### config.mk
export PLATFORM = sky130hd
export DESIGN_NAME = mem_arbiter_flat
export DESIGN_NICKNAME = d
export VERILOG_FILES = /design/src/rtl/mem_arbiter_if.sv /design/src/rtl/mem_arbiter.sv /design/src/flat_wrapper.sv
export SDC_FILE = /design/constraint.sdc
export NUM_CORES = 1
export LEC_CHECK = 0
export ABC_AREA = 1
export BUFFER_PORTS_ARGS = -buffer_cell sky130_fd_sc_hd__buf_2
export CAP_MARGIN = 10
export CORE_AREA = 5 5 111 113
export DETAILED_ROUTE_END_ITERATION = 16
export DIE_AREA = 0 0 116 118
export HOLD_SLACK_MARGIN = 0.02
export PLACE_DENSITY = 0.67
export SETUP_SLACK_MARGIN = 0.1
export SYNTH_ARGS = -nofsm -noshare
export SYNTH_HDL_FRONTEND = slang
export SYNTH_SLANG_ARGS = --single-unit
### constraint.sdc
create_clock -name clk -period 1.47 [get_ports clk]
set_input_delay 0.147 -clock clk [delete_from_list [all_inputs] [get_ports clk]]
set_output_delay 0.147 -clock clk [all_outputs]
set_load 0.01 [all_outputs]
### src/rtl/mem_arbiter_if.sv
// mem_arbiter_if: req/ack access bus between one master and the arbiter
interface mem_arbiter_if #(parameter int AW = 32, parameter int DW = 32);
    logic          req;
    logic          we;
    logic [AW-1:0] adr;
    logic [DW-1:0] wd;
    logic [DW-1:0] rd;
    logic          ack;
    modport master(output req, we, adr, wd, input rd, ack);
    modport slave(input req, we, adr, wd, output rd, ack);
endinterface

### src/rtl/mem_arbiter.sv
// mem_arbiter: round-robin two-master arbiter for a single mem, fixed 3-cycle IDLE/ACCESS/RESP access
module mem_arbiter #(
    parameter int AW = 32,
    parameter int DW = 32
) (
    input  logic          clk,
    input  logic          reset,
    mem_arbiter_if.slave  m0,
    mem_arbiter_if.slave  m1,
    output logic          mem_we,
    output logic [AW-1:0] mem_a,
    output logic [DW-1:0] mem_wd,
    input  logic [DW-1:0] mem_rd
);
    typedef enum logic [1:0] {IDLE, ACCESS, RESP} state_t;
    state_t        state, state_n;
    logic          owner, owner_n, last;
    logic [DW-1:0] rd_q;
    logic          any, acc, resp;
    always_ff @(posedge clk or posedge reset)
        if (reset) begin
            state <= IDLE;
            owner <= 1'b0;
            last  <= 1'b1;
            rd_q  <= '0;
        end else begin
            state <= state_n;
            owner <= owner_n;
            if (acc) begin
                last <= owner;
                rd_q <= mem_rd;
            end
        end
    // a tie goes to whichever master was not granted last
    always_comb begin
        any     = m0.req | m1.req;
        acc     = state == ACCESS;
        resp    = state == RESP;
        state_n = state == IDLE ? (any ? ACCESS : IDLE) : acc ? RESP : IDLE;
        owner_n = (state == IDLE && any) ? ((m0.req && m1.req) ? !last : m1.req) : owner;
        mem_we  = acc ? (owner ? m1.we : m0.we) : 1'b0;
        mem_a   = acc ? (owner ? m1.adr : m0.adr) : '0;
        mem_wd  = acc ? (owner ? m1.wd : m0.wd) : '0;
        m0.ack  = resp && !owner;
        m1.ack  = resp && owner;
        m0.rd   = m0.ack ? rd_q : '0;
        m1.rd   = m1.ack ? rd_q : '0;
    end
endmodule

### src/flat_wrapper.sv
// flat-port wrapper written by rule: the top's interface ports become plain ports
module mem_arbiter_flat 
#(
    parameter int AW = 32,
    parameter int DW = 32
)
  (clk, reset, mem_we, mem_a, mem_wd, mem_rd, m0_req, m0_we, m0_adr, m0_wd, m0_rd, m0_ack, m1_req, m1_we, m1_adr, m1_wd, m1_rd, m1_ack);
  mem_arbiter_if #(.AW(AW), .DW(DW)) m0_i ();
  mem_arbiter_if #(.AW(AW), .DW(DW)) m1_i ();
  input  logic clk;
  input  logic reset;
  output logic mem_we;
  output logic [AW-1:0] mem_a;
  output logic [DW-1:0] mem_wd;
  input  logic [DW-1:0] mem_rd;
  input wire logic [$bits(m0_i.req)-1:0] m0_req;
  input wire logic [$bits(m0_i.we)-1:0] m0_we;
  input wire logic [$bits(m0_i.adr)-1:0] m0_adr;
  input wire logic [$bits(m0_i.wd)-1:0] m0_wd;
  output wire logic [$bits(m0_i.rd)-1:0] m0_rd;
  output wire logic [$bits(m0_i.ack)-1:0] m0_ack;
  input wire logic [$bits(m1_i.req)-1:0] m1_req;
  input wire logic [$bits(m1_i.we)-1:0] m1_we;
  input wire logic [$bits(m1_i.adr)-1:0] m1_adr;
  input wire logic [$bits(m1_i.wd)-1:0] m1_wd;
  output wire logic [$bits(m1_i.rd)-1:0] m1_rd;
  output wire logic [$bits(m1_i.ack)-1:0] m1_ack;
  assign m0_i.req = m0_req;
  assign m0_i.we = m0_we;
  assign m0_i.adr = m0_adr;
  assign m0_i.wd = m0_wd;
  assign m0_rd = m0_i.rd;
  assign m0_ack = m0_i.ack;
  assign m1_i.req = m1_req;
  assign m1_i.we = m1_we;
  assign m1_i.adr = m1_adr;
  assign m1_i.wd = m1_wd;
  assign m1_rd = m1_i.rd;
  assign m1_ack = m1_i.ack;
  mem_arbiter #(.AW(AW), .DW(DW)) u_core (.clk(clk), .reset(reset), .m0(m0_i), .m1(m1_i), .mem_we(mem_we), .mem_a(mem_a), .mem_wd(mem_wd), .mem_rd(mem_rd));
endmodule
Yosys cells after proc, flatten, opt, wreduce, memory -nomap -nowiden
Index checks and enable logic that the tools add are counted.
{"block": "word_totals", "register_bits": 36, "output_inout_bits": 131}
{"block": "op_classes", "n_eq_ne": 2, "mux": 12, "n_bitwise": 1, "n_reduce_logical": 7}
{"cell": "$mux W32", "n": 6}
{"cell": "$logic_and A1 B1 Y1", "n": 4}
{"cell": "$mux W1", "n": 4}
{"cell": "$mux W2", "n": 2}
{"cell": "$eq A2 B1 Y1 const B", "n": 1}
{"cell": "$eq A2 B2 Y1 const B", "n": 1}
{"cell": "$logic_not A1 Y1", "n": 2}
{"cell": "$logic_not A2 Y1", "n": 1}
{"cell": "$or A1 B1 Y1", "n": 1}

Depth between registers and ports, before layout
{"block": "logic_depth", "word_depth": 3, "mapped_depth": 6, "mapped_depth_nobuf": 5}

Worst setup path before layout
OpenSTA, ideal clock, no wires.
{"block": "synth_path", "kind": "reg2out", "startpoint": "register u_core.state[1]", "endpoint": "output mem_a[21]", "arrival_ns": 1.075, "slack_ns": 0.248, "stages_incl_launch_ff": 6, "path_buffers": 2, "path_cell_list": "dfrtp_1 -> inv_2 -> nand2_2 -> buf_4 -> buf_2 -> a21oi_1"}
{"block": "synth_via", "elab_chain_len": 2}
{"element": "start: declaration", "line": "mem_arbiter.sv:16", "rtl": "state_t state, state_n;"}
{"element": "start signal: assignment", "line": "mem_arbiter.sv:27", "rtl": "state <= state_n;"}
{"element": "$eq A2 B1 Y1", "line": "mem_arbiter.sv:37", "rtl": "acc = state == ACCESS;"}
{"element": "$mux W32", "line": "mem_arbiter.sv:42", "rtl": "mem_a = acc ? (owner ? m1.adr : m0.adr) : '0;"}
{"element": "end: declaration", "line": "flat_wrapper.sv:13", "rtl": "output logic [AW-1:0] mem_a;"}
No other way between the ends.

Worst setup path in the final report
{"block": "layout_path", "startpoint": "register u_core.owner", "endpoint": "output mem_a[16]"}
{"block": "layout_via", "elab_chain_len": 2}
{"element": "start: declaration", "line": "mem_arbiter.sv:17", "rtl": "logic owner, owner_n, last;"}
{"element": "start signal: assignment", "line": "mem_arbiter.sv:28", "rtl": "owner <= owner_n;"}
{"element": "$mux W32 (2 in series)", "line": "mem_arbiter.sv:42"}
No other way between the ends.

==> impl_metrics.tcl <==
set metrics [dict create \
    clkTransAtPathRegs_ps 50 \
    yosys.area_share.simple_pct 42.0 \
    synthesis.area_per_instance_sq_um 5.66 \
    synth-seq-cells 36 \
    io_pins 297 \
    dpl_worst_slack_ps 46.8 \
    synth_top_area_share_pct 32.4 \
    tns_ps -8850 \
    synth_nets 644 \
    cts-root-buf "clkbuf_16" \
    cts_buffers 5 \
    initial_core_util_pct 24.1 \
    final-max-slew-violation-count 0 \
    tightest_slew_ps 448 \
    powerDensity_nw_per_um2 1990 \
    die-area_sq_um 13700 \
    gp_congestion 0.892 \
    drive_gt1_share_pct 59.7 \
    setup_viol 125 \
    die_x_um 116 \
    finalCriticalPeriod_ps 1620 \
    rows 39 \
    vias_per_cell 4.62 \
    holdPathStages 3 \
    clock_skew_ps 7.52 \
    synth_top_family_by_area "simple AND/OR/NAND/NOR gates" \
    fin_ws_ps -151 \
    min_to "u_core.rd_q[19]$_DFFE_PP0N_" \
    yosysMostFrequentCell "nand2_1" \
    rrSetupSlack_ps 200 \
    fin_nets 960 \
    grtUsageTotal_pct 18.2 \
    hold_start "mem_rd[19]" \
    vias 4330 \
    maxCapViolCount 0 \
    synth_commonest_cells "nand2_1, a21oi_1, nor2_1, inv_1, dfrtp_1" \
    synth.area.top_cells "dfrtp_1, nand2_1, a21oi_1" \
    synthArstFlopShare_pct 100 \
    synth_xor_area_share_pct 0 \
    failed_checks "setup timing" \
    cellLeakagePower_uw 0.00331 \
    synth_compound_area_share_pct 12.2 \
    insertion_delay_ps 270 \
    post_drt_wl_per_cell_um 17.2 \
    hpwl_mm 9.92 \
    synth-adder-area-share_pct 0 \
    synth_edf_count 0 \
    grt_pass1_vias 3790 \
    hold_class "input port to flop" \
    rr_worst_depth 7 \
    area_growth_pct 117 \
    cts_buffer_depth 2 \
    ys_seq_area_share_pct 33.4 \
    postRouteAntennaNets 0 \
    cp-start-kind "flop" \
    ys.flop_type "dfrtp_1" \
    ys_warn_count 0 \
    dr.pass1.iters 5 \
    relSlewSlack_pct 70.1 \
    finalHoldViolCount 0 \
    drt_iter0_markers 355 \
    crit_type "flop to output pin" \
    grt_pass1_wl_mm 20.0 \
    netlist_area_sq_um 2700 \
    antenna_found_initial 0 \
    timing.fmax_mhz 617 \
    cts_tree "built" \
    status "finished, violations left" \
    end_kind "output pin" \
    core-area_sq_um 11200 \
    crit_arrival_ps 1470 \
    die_h_um 118 \
    required_ps 1320 \
    synthDistinctLibCells 14 \
    cts_sinks 36 \
    final.period_utilization_pct 110 \
    synth_area_leader_cell "dfrtp_1" \
    synth.area.mux_share_pct 0 \
    grt_max_degree 51 \
    holdWs_ps 66.7 \
    cp_max_fo 8 \
    fin_area_sq_um 5870 \
    grt_setup_unrepaired "yes" \
    portBuffers 296 \
    dpl_cell_area_sq_um 4380 \
    antenna_cells 0 \
    htreeDepth 2 \
    r2r_end "u_core.rd_q[13]$_DFFE_PP0N_" \
    totalWireLength_mm 16.1 \
    synthCells 478 \
    r2r-start "u_core.state[1]$_DFF_PP0_" \
    drc 0 \
    vdd_drop_max_mv 0.844 \
    grt-ovfl-total 0 \
]
==> final cells by class <==
class	instances	area [sq um]
fillers	1109	5350
repair buffers	341	2450
multi-input cells	368	2030
flip-flops and latches	36	905
well taps	143	179
inverters	42	173
clock buffers	5	125
clock inverters	2	12.5
==> layer usage <==
metal	GRT usage (%)	part of all wire, %	up-vias
li1	-	-	2076
met1	21.6	38	1963
met2	32.8	50	254
met3	3.80	9.2	37
met4	4.57	2.7	0
met5	0	0	-
==> flip-flops by register name, indices dropped and copies added, names as in the netlist <==
register / cells
u_core.rd_q: 32
u_core.state: 2
u_core.last: 1
u_core.owner: 1
==> what timing repair did <==
action / 4_1_cts / 5_1_grt
endpoints found under the hold margin: 35 / 0
hold buffers: 1 / 0
pin swaps: 1 / 22
setup buffers: 4 / 7
setup endpoints to repair: 131 / 131
resized for setup: 27 / 172
gates cloned: 5 / 17
==> cells in the final DEF (no fill, tap or decap), drive strengths merged, types with 3 or more instances in the layout <==
| cell | instances |
|---|---|
| clkbuf | 18 |
| inv | 40 |
| nand2 | 234 |
| buf | 327 |
| nand3 | 3 |
| clkinv | 3 |
| nor2 | 65 |
| a21oi | 65 |
| dfrtp | 35 |
==> power by group <==
group / switching [uW] / total [uW] / leakage [uW] / internal, uW
Sequential: 317 / 1820 / 0.000440 / 1500
Combinational: 4970 / 8890 / 0.00281 / 3920
Clock: 364 / 977 / 0.0000657 / 613
==> critical path: stages (launching register included) <==
cell       delay, ps
dfrtp_2          440
clkinv_4          90
buf_12           150
clkbuf_16        180
nand2_4           50
a21oi_2          130
buf_2            160
==> through the flow <==
step / total power [uW] / instances / util, %
floorplan: 5000 / 478 / -
global placement: 7090 / 896 / 39.1
detailed placement: 7110 / 896 / 39.1
CTS: 9000 / 913 / 42.7
global route: 12500 / 937 / 52.3
finish: 11700 / 937 / 52.3
==> worst max path at each step <==
stage                                   start        end  slack (ps)  cells past startpoint
floorplan           u_core.state[1]$_DFF_PP0_  mem_a[21]         250                      5
global placement     u_core.owner$_DFFE_PP0P_   mem_a[4]          50                      5
detailed placement   u_core.owner$_DFFE_PP0P_  mem_wd[1]          50                      5
CTS                  u_core.owner$_DFFE_PP0P_  mem_a[10]        -140                      6
global route         u_core.owner$_DFFE_PP0P_  mem_a[22]        -200                      6
finish               u_core.owner$_DFFE_PP0P_  mem_a[16]        -150                      6
==> kinds of logic after synthesis <==
logic type	after synthesis
compound gates	66
buf+inv	75
flops	36
simple gates	301
No activity file was read; power rests on OpenSTA's default activity.
